**config.mk**
```make
export PLATFORM = sky130hd
export DESIGN_NAME = alarm_time
export DESIGN_NICKNAME = d
export VERILOG_FILES = /design/src/rtl/alarm_time.sv
export SDC_FILE = /design/constraint.sdc
export NUM_CORES = 1
export LEC_CHECK = 0
export BUFFER_PORTS_ARGS = -buffer_cell sky130_fd_sc_hd__buf_4
export CAP_MARGIN = 20
export CORE_UTILIZATION = 40
export DETAILED_ROUTE_END_ITERATION = 10
export GPL_TIMING_DRIVEN = 0
export HOLD_SLACK_MARGIN = 0.12
export PLACE_DENSITY = 0.67
export SETUP_SLACK_MARGIN = 0.15
export SKIP_LAST_GASP = 1
export SLEW_MARGIN = 20
export SYNTH_ARGS = -nofsm -noshare
export SYNTH_HDL_FRONTEND = slang
export SYNTH_SLANG_ARGS = --single-unit
```
**constraint.sdc**
```tcl
create_clock -name i_Clk_5MHz -period 5.2 [get_ports i_Clk_5MHz]
set_clock_uncertainty 0.1 [all_clocks]
set_input_delay 1.04 -clock i_Clk_5MHz [delete_from_list [all_inputs] [get_ports i_Clk_5MHz]]
set_output_delay 1.04 -clock i_Clk_5MHz [all_outputs]
set_load 0.005 [all_outputs]
```
**src/rtl/alarm_time.sv**
```systemverilog
// alarm_time: user-set alarm time of the alarm clock.
// Keeps minutes (0-59) and hours (0-23, 24-hour form) as binary counters.
// Each rising edge of a debounced set button advances its counter by one,
// and the value is shown as four BCD digits in 12-hour form with a PM flag.
// The outputs decode the counter registers directly, with no pipeline stage.
module alarm_time #(
  parameter int START_MINUTES = 0,
  parameter int START_HOURS   = 0
) (
  input  logic        i_Clk_5MHz,
  input  logic        i_Reset,
  input  logic        i_Minutes_Inc,
  input  logic        i_Hours_Inc,
  output logic [15:0] o_Alarm_Time,
  output logic        o_PM
);

  // Counter state
  logic [5:0] minutes;
  logic [4:0] hours;

  // Previous samples of the set buttons, used for rising-edge detection
  logic       minutes_inc_prev;
  logic       hours_inc_prev;

  // Single-cycle step requests
  logic       minutes_step;
  logic       hours_step;

  // Display decode intermediates
  logic [3:0] hours_12;
  logic [3:0] hours_tens;
  logic [3:0] hours_ones;
  logic [3:0] minutes_tens;
  logic [3:0] minutes_ones;

  // Detect a press: input high now, low on the previous cycle
  always_comb begin
    minutes_step = i_Minutes_Inc & ~minutes_inc_prev;
    hours_step   = i_Hours_Inc   & ~hours_inc_prev;
  end

  // Edge-detect registers; cleared by reset so a press right after reset counts
  always_ff @(posedge i_Clk_5MHz) begin
    if (i_Reset) begin
      minutes_inc_prev <= 1'b0;
      hours_inc_prev   <= 1'b0;
    end else begin
      minutes_inc_prev <= i_Minutes_Inc;
      hours_inc_prev   <= i_Hours_Inc;
    end
  end

  // Minutes counter: 59 wraps to 0 without carrying into hours
  always_ff @(posedge i_Clk_5MHz) begin
    if (i_Reset) begin
      minutes <= 6'(START_MINUTES);
    end else if (minutes_step) begin
      if (minutes == 6'd59) begin
        minutes <= 6'd0;
      end else begin
        minutes <= minutes + 6'd1;
      end
    end
  end

  // Hours counter: 23 wraps to 0
  always_ff @(posedge i_Clk_5MHz) begin
    if (i_Reset) begin
      hours <= 5'(START_HOURS);
    end else if (hours_step) begin
      if (hours == 5'd23) begin
        hours <= 5'd0;
      end else begin
        hours <= hours + 5'd1;
      end
    end
  end

  // 24-hour to 12-hour conversion: 0 shows as 12, 13-23 drop by 12.
  // For 13-23 the low nibble minus 12 (mod 16) gives the right result.
  always_comb begin
    hours_12 = hours[3:0];
    if (hours == 5'd0) begin
      hours_12 = 4'd12;
    end else if (hours > 5'd12) begin
      hours_12 = hours[3:0] - 4'd12;
    end
  end

  // Hours BCD: 12-hour value is 1-12, so the tens digit is 0 or 1 (never blanked)
  always_comb begin
    hours_tens = 4'd0;
    hours_ones = hours_12;
    if (hours_12 >= 4'd10) begin
      hours_tens = 4'd1;
      hours_ones = hours_12 - 4'd10;
    end
  end

  // Minutes BCD: tens by range compare, ones by subtracting the tens weight
  always_comb begin
    minutes_tens = 4'd0;
    minutes_ones = 4'(minutes);
    if (minutes >= 6'd50) begin
      minutes_tens = 4'd5;
      minutes_ones = 4'(minutes - 6'd50);
    end else if (minutes >= 6'd40) begin
      minutes_tens = 4'd4;
      minutes_ones = 4'(minutes - 6'd40);
    end else if (minutes >= 6'd30) begin
      minutes_tens = 4'd3;
      minutes_ones = 4'(minutes - 6'd30);
    end else if (minutes >= 6'd20) begin
      minutes_tens = 4'd2;
      minutes_ones = 4'(minutes - 6'd20);
    end else if (minutes >= 6'd10) begin
      minutes_tens = 4'd1;
      minutes_ones = 4'(minutes - 6'd10);
    end
  end

  // Output assembly
  always_comb begin
    o_Alarm_Time = {hours_tens, hours_ones, minutes_tens, minutes_ones};
    o_PM         = (hours >= 5'd12);
  end

endmodule

```
==> flow_metrics.py, run 1 <==
metrics = {
    "status": {
        "status": "finished, final reports clean",
    },
    "critical_path": {
        "crit_start": "minutes[2]",
        "r2r-end": "minutes[5]",
        "critPathMaxFanout": 7,
        "criticalPathCategory": "flop to primary output",
        "ff2ff_path_depth": 4,
        "required_ns": 4.06,
        "critPathLaunchType": "flop",
        "r2r_slack_ns": 3.56,
        "arrival_ns": 2.57,
        "endpoint_kind": "primary output",
        "crit_path_end": "o_Alarm_Time[2]",
        "r2r_start": "minutes[1]",
    },
    "timing": {
        "min_period_over_period_pct": 71.34,
        "setup_tns_ns": 0,
        "rsz0062_at_grt": "no",
        "fmax_mhz": 269.6,
        "hold_viol": 0,
        "drv_slew": 0,
        "setup_violations": 0,
        "fin_crit_ns": 3.709,
    },
    "routing": {
        "initialDrtViolationCount": 41,
        "routed-via-count": 1080,
        "wl_met3_um": 77,
        "topRoutingLayerUsed": "met4",
        "avgViaCountPerCell": 5.243,
        "met1_length_mm": 1.154,
        "drcViolationCount": 0,
        "wl_met2_mm": 1.185,
        "drt-pass1-iter-count": 4,
        "routed_wl_mm": 2.451,
        "ant_nets": 0,
        "wl_per_cell_um": 11.90,
    },
    "power_and_ir_drop": {
        "p_leak_nw": 0.6159,
        "cellPowerDensity_nw_per_um2": 152.8,
        "total_power_mw": 0.2118,
        "vdd_drop_max_v": 0.0001421,
    },
    "clock_tree": {
        "clock_latency_ns": 0.27,
        "cts_hold_buf": 0,
        "clk_path_buf_depth": 2,
        "cts_tree": "built",
        "cts-resized-gates": 0,
        "post_cts.repair.setup_buffers": 0,
        "cts_root_buffer": "clkbuf_4",
        "clk_pin_slew_ns": 0.08,
        "cts.sinks": 13,
        "numCtsBuffers": 3,
        "cts_max_level": 1,
    },
    "global_routing": {
        "grt_use_total_pct": 16.96,
        "grt_max_degree": 11,
        "grt_pass1_wl_mm": 4.291,
        "grt-ovfl-total": 0,
        "antenna_found_initial": 0,
        "grt_pass1_vias": 962,
    },
    "synthesis": {
        "synth_common_cells": "nor2_1, ha_1, dfxtp_1",
        "yosysTopAreaCellShare_pct": 21.87,
        "synth_edf_count": 0,
        "yosys-top-cells-area": "dfxtp_1, ha_1, nor2_1, xnor2_1, buf_4",
        "yosysMostFrequentCell": "nor2_1",
        "postSynthCellCount": 152,
        "ys_types": 43,
        "synth_area_um2": 1190,
        "seq_area_frac_synth_pct": 21.87,
        "yosys_warnings": 0,
        "ys_ff_latch": 13,
        "yosys_most_used_dff": "dfxtp_1",
        "synthArstFlopShare_pct": 0,
        "synth_area_per_cell_um2": 7.828,
        "synth_top_cell_by_area": "dfxtp_1",
    },
    "final_layout": {
        "num-fill-cells": 284,
        "n_antenna_cell": 0,
        "drive_above_1_share_pct": 18.29,
        "syn2layout_area_growth_pct": 16.51,
        "seqCellArea_um2": 260.3,
        "multi_input_area_um2": 838.3,
        "nets": 196,
    },
    "die": {
        "dieHeight_um": 56.54,
        "dieArea_um2": 3197,
        "initial_core_util_pct": 42.78,
        "io_pins": 21,
        "fp.dieW_um": 56.54,
        "rows": 19,
        "core_area_um2": 2781,
    },
    "placement": {
        "dp_hpwl_mm": 1.902,
        "gp_congestion": 0.8839,
        "portBuffers": 16,
    },
    "min_path": {
        "hp-class": "flop to flop",
    },
    "run": {
        "cap_violations": 0,
    },
}
[metal layers]
metal / up-vias / GRT usage [%]
met5: - / 0
met4: 0 / 5.923
met1: 493 / 21.02
li1: 560 / -
met3: 4 / 4.839
met2: 23 / 27.90
[worst min-delay path by stage]
stage | from | endpoint | slack [ns] | depth (start not counted)
after floorplan | hours[0] | hours[0] | 0.43 | 2
after global placement | hours[0] | hours[0] | 0.47 | 2
after detailed placement | hours[0] | hours[0] | 0.47 | 2
after CTS | hours[0] | hours[0] | 0.49 | 2
after global routing | hours[0] | hours[0] | 0.54 | 2
final | hours[0] | hours[0] | 0.48 | 2
[critical path, cell delays in order (launching register included)]
cell and delay (ns):
dfxtp_1 0.47, inv_1 0.20, ha_1 0.27, a2111oi_2 0.51, o21a_1 0.25, nor2b_1 0.06, o21a_1 0.16, o31ai_1 0.23
buf_4 0.15
[cell usage in the layout (no fill, tap or decap), drive strengths merged, types with 2 or more instances in the layout]
cell / count
clkbuf: 8
nor2: 23
nand2b: 2
nand3: 4
conb: 4
nor3: 3
buf: 23
inv: 9
a21o: 2
xor2: 2
dfxtp: 13
a31oi: 3
o21a: 2
a21oi: 9
o21ai: 5
nand2: 10
ha: 16
a311o: 2
mux2i: 2
xnor2: 8
nor2b: 6
o21bai: 2
[kinds of logic (layout without fill, tap and decap cells)]
family	after synthesis	after routing	synth area share [%]
other cells	1	4	0.3152
mux	2	2	1.683
flops	13	13	21.87
xor+xnor	10	10	7.992
compound gates	34	34	20.19
fa+ha+maj	16	16	16.82
buf+inv	20	40	8.622
simple gates	56	56	22.50
[registers in the layout (all words and copies together), names as in the netlist]
name	cells
minutes_inc_prev	1
hours_inc_prev	1
hours	5
minutes	6
[power breakdown]
part / switching (mW) / total (mW) / internal (mW)
clock: 0.0321 / 0.0619 / 0.0298
sequential: 0.00629 / 0.110 / 0.103
combinational: 0.0194 / 0.0403 / 0.0210
total: 0.0578 / 0.212 / 0.154
[stage by stage]
| stage | util (%) | setup WS (ns) | cell area, um2 | instances | hold slack, ns |
|---|---|---|---|---|---|
| 3_5_place_dp | 48.90 | 1.785 | 1360 | 202 | 0.4652 |
| 3_3_place_gp | 48.90 | 1.856 | 1360 | 202 | 0.4699 |
| 6_report | 49.84 | 1.491 | 1386 | 206 | 0.4841 |
| 4_1_cts | 49.84 | 1.463 | 1386 | 206 | 0.4886 |
| 5_1_grt | 49.84 | 1.319 | 1386 | 206 | 0.5406 |
| 2_1_floorplan | - | 2.208 | 1201 | 155 | 0.4322 |
[area by class of cell]
cell class                      count  area share (%)
Multi-Input combinational cell    122           60.47
Timing Repair Buffer               16           8.664
Clock buffer                        4           1.895
Tap cell                           31           2.798
Sequential cell                    13           18.77
Buffer                             11           4.964
Inverter                            9           2.437
Power figures use the tool's default switching activity.
==> run 2: changes to the inputs <==
Settings changed: ABC_AREA from default to 1, PLACE_DENSITY 0.67 to 0.7.
Clock period 5.2 ns to 3.4 ns, I/O delays scaled along.
==> flow_metrics.py, run 2 <==
metrics = {
    "die": {
        "dieHeight_um": 56.17,
        "initial_core_util_pct": 42.56,
        "rows": 19,
        "core_area_um2": 2758,
        "fp.dieW_um": 56.17,
        "dieArea_um2": 3155,
        "io_pins": 21,
    },
    "critical_path": {
        "cpMostUsedCell": "nand2_1",
        "path_cells": "inv_1 -> ha_1 -> nand2_1 -> nand3_1 -> o21ai_1 -> nand2_1 -> nand2_1 -> nand2_1 -> xor2_1 -> buf_4",
        "r2r-end": "minutes[2]",
        "critPathMaxFanout": 7,
        "r2r_slack_ns": 1.87,
        "required_ns": 2.62,
        "crit_path_end": "o_Alarm_Time[1]",
        "r2r_start": "minutes[1]",
        "ff2ff_path_depth": 4,
        "crit_path_top_delay_cell": "dfxtp_1",
        "endpoint_kind": "primary output",
        "crit_start": "minutes[2]",
        "arrival_ns": 2.05,
        "criticalPathCategory": "flop to primary output",
        "max_stage_delay_ns": 0.49,
        "critPathLaunchType": "flop",
    },
    "routing": {
        "drt-pass1-iter-count": 4,
        "drcViolationCount": 0,
        "routed-via-count": 1066,
        "routed_wl_mm": 2.169,
        "wl_per_cell_um": 9.513,
        "initialDrtViolationCount": 33,
        "avgViaCountPerCell": 4.675,
        "ant_nets": 0,
    },
    "status": {
        "status": "finished, final reports clean",
    },
    "synthesis": {
        "yosys_most_used_dff": "dfxtp_1",
        "yosysTopAreaCellShare_pct": 22.17,
        "yosysMostFrequentCell": "inv_1",
        "seq_area_frac_synth_pct": 22.17,
        "synth_top_cell_by_area": "dfxtp_1",
        "ys_ff_latch": 13,
        "synth_area_um2": 1174,
        "ys_types": 27,
        "synth_area_per_cell_um2": 6.745,
        "postSynthCellCount": 174,
        "yosys-top-cells-area": "dfxtp_1, ha_1, inv_1, nand2_1, nor2_1",
        "synth_edf_count": 0,
        "yosys_warnings": 0,
        "synth_common_cells": "inv_1, nand2_1, nor2_1",
        "synthArstFlopShare_pct": 0,
    },
    "global_routing": {
        "grt_max_degree": 11,
        "grt-ovfl-total": 0,
        "antenna_found_initial": 0,
        "grt_use_total_pct": 15.67,
        "grt_pass1_vias": 962,
        "grt_pass1_wl_mm": 3.946,
    },
    "final_layout": {
        "n_antenna_cell": 0,
        "fin_cells": 228,
        "nets": 218,
        "regMostFlops": "minutes",
        "num-fill-cells": 293,
        "reg_top3": "minutes (6), hours (5)",
        "seqCellArea_um2": 260.3,
        "multi_input_area_um2": 754.5,
        "layout_common_cells": "inv_1, nand2_1, buf_4",
        "drive_above_1_share_pct": 18.78,
        "syn2layout_area_growth_pct": 16.74,
        "layout_commonest_cell": "inv_1",
        "largest_reg_flops": 6,
    },
    "timing": {
        "setup_violations": 0,
        "rsz0062_at_grt": "no",
        "fin_crit_ns": 2.831,
        "hold_viol": 0,
        "drv_slew": 0,
        "min_period_over_period_pct": 83.25,
        "fmax_mhz": 353.3,
        "setup_tns_ns": 0,
    },
    "clock_tree": {
        "clk_pin_slew_ns": 0.07,
        "cts_max_level": 1,
        "cts_hold_buf": 0,
        "cts-resized-gates": 0,
        "post_cts.repair.setup_buffers": 0,
        "cts.sinks": 13,
        "cts_tree": "built",
        "clk_path_buf_depth": 2,
        "numCtsBuffers": 3,
        "cts_root_buffer": "clkbuf_4",
        "clock_latency_ns": 0.28,
    },
    "placement": {
        "dp.cells": 224,
        "gp_congestion": 0.8476,
        "portBuffers": 16,
        "dp_hpwl_mm": 1.741,
    },
    "power_and_ir_drop": {
        "cellPowerDensity_nw_per_um2": 263.6,
        "total_power_mw": 0.3612,
        "p_leak_nw": 0.7243,
        "vdd_drop_max_v": 0.0001922,
    },
    "min_path": {
        "hp-class": "flop to flop",
    },
    "run": {
        "cap_violations": 0,
    },
}
[run 2: logic make-up (layout without fill, tap and decap cells)]
family / after synthesis / in the layout / synth area share [%]
flip-flops: 13 / 13 / 22.17
AND/OR/NAND/NOR: 72 / 72 / 27.40
XOR/XNOR: 6 / 6 / 4.478
AO/OA/AOI/OAI: 28 / 28 / 14.07
adder cells (fa/ha/maj): 16 / 16 / 17.06
other: 1 / 4 / 0.3195
buffers and inverters: 38 / 58 / 14.50
[run 2: worst min-delay path by stage]
stage	startpoint	end	depth (start not counted)
6_report	hours[0]	hours[0]	2
3_5_place_dp	hours[0]	hours[0]	2
4_1_cts	hours[0]	hours[0]	2
2_1_floorplan	hours[0]	hours[0]	2
5_1_grt	i_Reset	minutes_inc_prev	2
3_3_place_gp	hours[0]	hours[0]	2
[run 2: cell type report]
type | count | area share [%]
clock buffers | 4 | 1.918
plain buffers | 6 | 3.562
well taps | 31 | 2.831
flip-flops and latches | 13 | 19.00
repair buffers | 16 | 8.767
multi-input cells | 126 | 55.07
inverters | 32 | 8.858
[run 2: per-layer routing]
metal / GRT usage [%] / wire, um / share of wire [%]
met1: 19.57 / 1040 / 48
met2: 26.02 / 997 / 46
met3: 2.791 / 83 / 3.8
met4: 7.317 / 48 / 2.2
met5: 0 / 0 / 0
[run 2: where the power goes]
part	internal (mW)	switching, mW	total [mW]	leakage (nW)
registers	0.158	0.00885	0.167	0.106
logic	0.0490	0.0493	0.0983	0.603
clock network	0.0457	0.0498	0.0955	0.0150
total	0.253	0.108	0.361	0.724
[run 2: per-stage QoR]
step	cell area, um2	hold slack [ns]	setup slack, ns	util, %
after CTS	1370	0.4114	0.5724	49.68
after floorplan	1185	0.3711	1.231	-
final	1370	0.4075	0.5694	49.68
after detailed placement	1344	0.3994	0.8944	48.73
after global routing	1370	0.4532	0.3181	49.68
after global placement	1344	0.3904	0.8990	48.73
[run 2: worst max-delay path: cells and delay by family (launching register included)]
kind | cells | cell delay (ns)
buffers and inverters | 2 | 0.36
XOR/XNOR | 1 | 0.14
AND/OR/NAND/NOR | 5 | 0.38
flip-flops | 1 | 0.49
AO/OA/AOI/OAI | 1 | 0.15
adder cells (fa/ha/maj) | 1 | 0.25
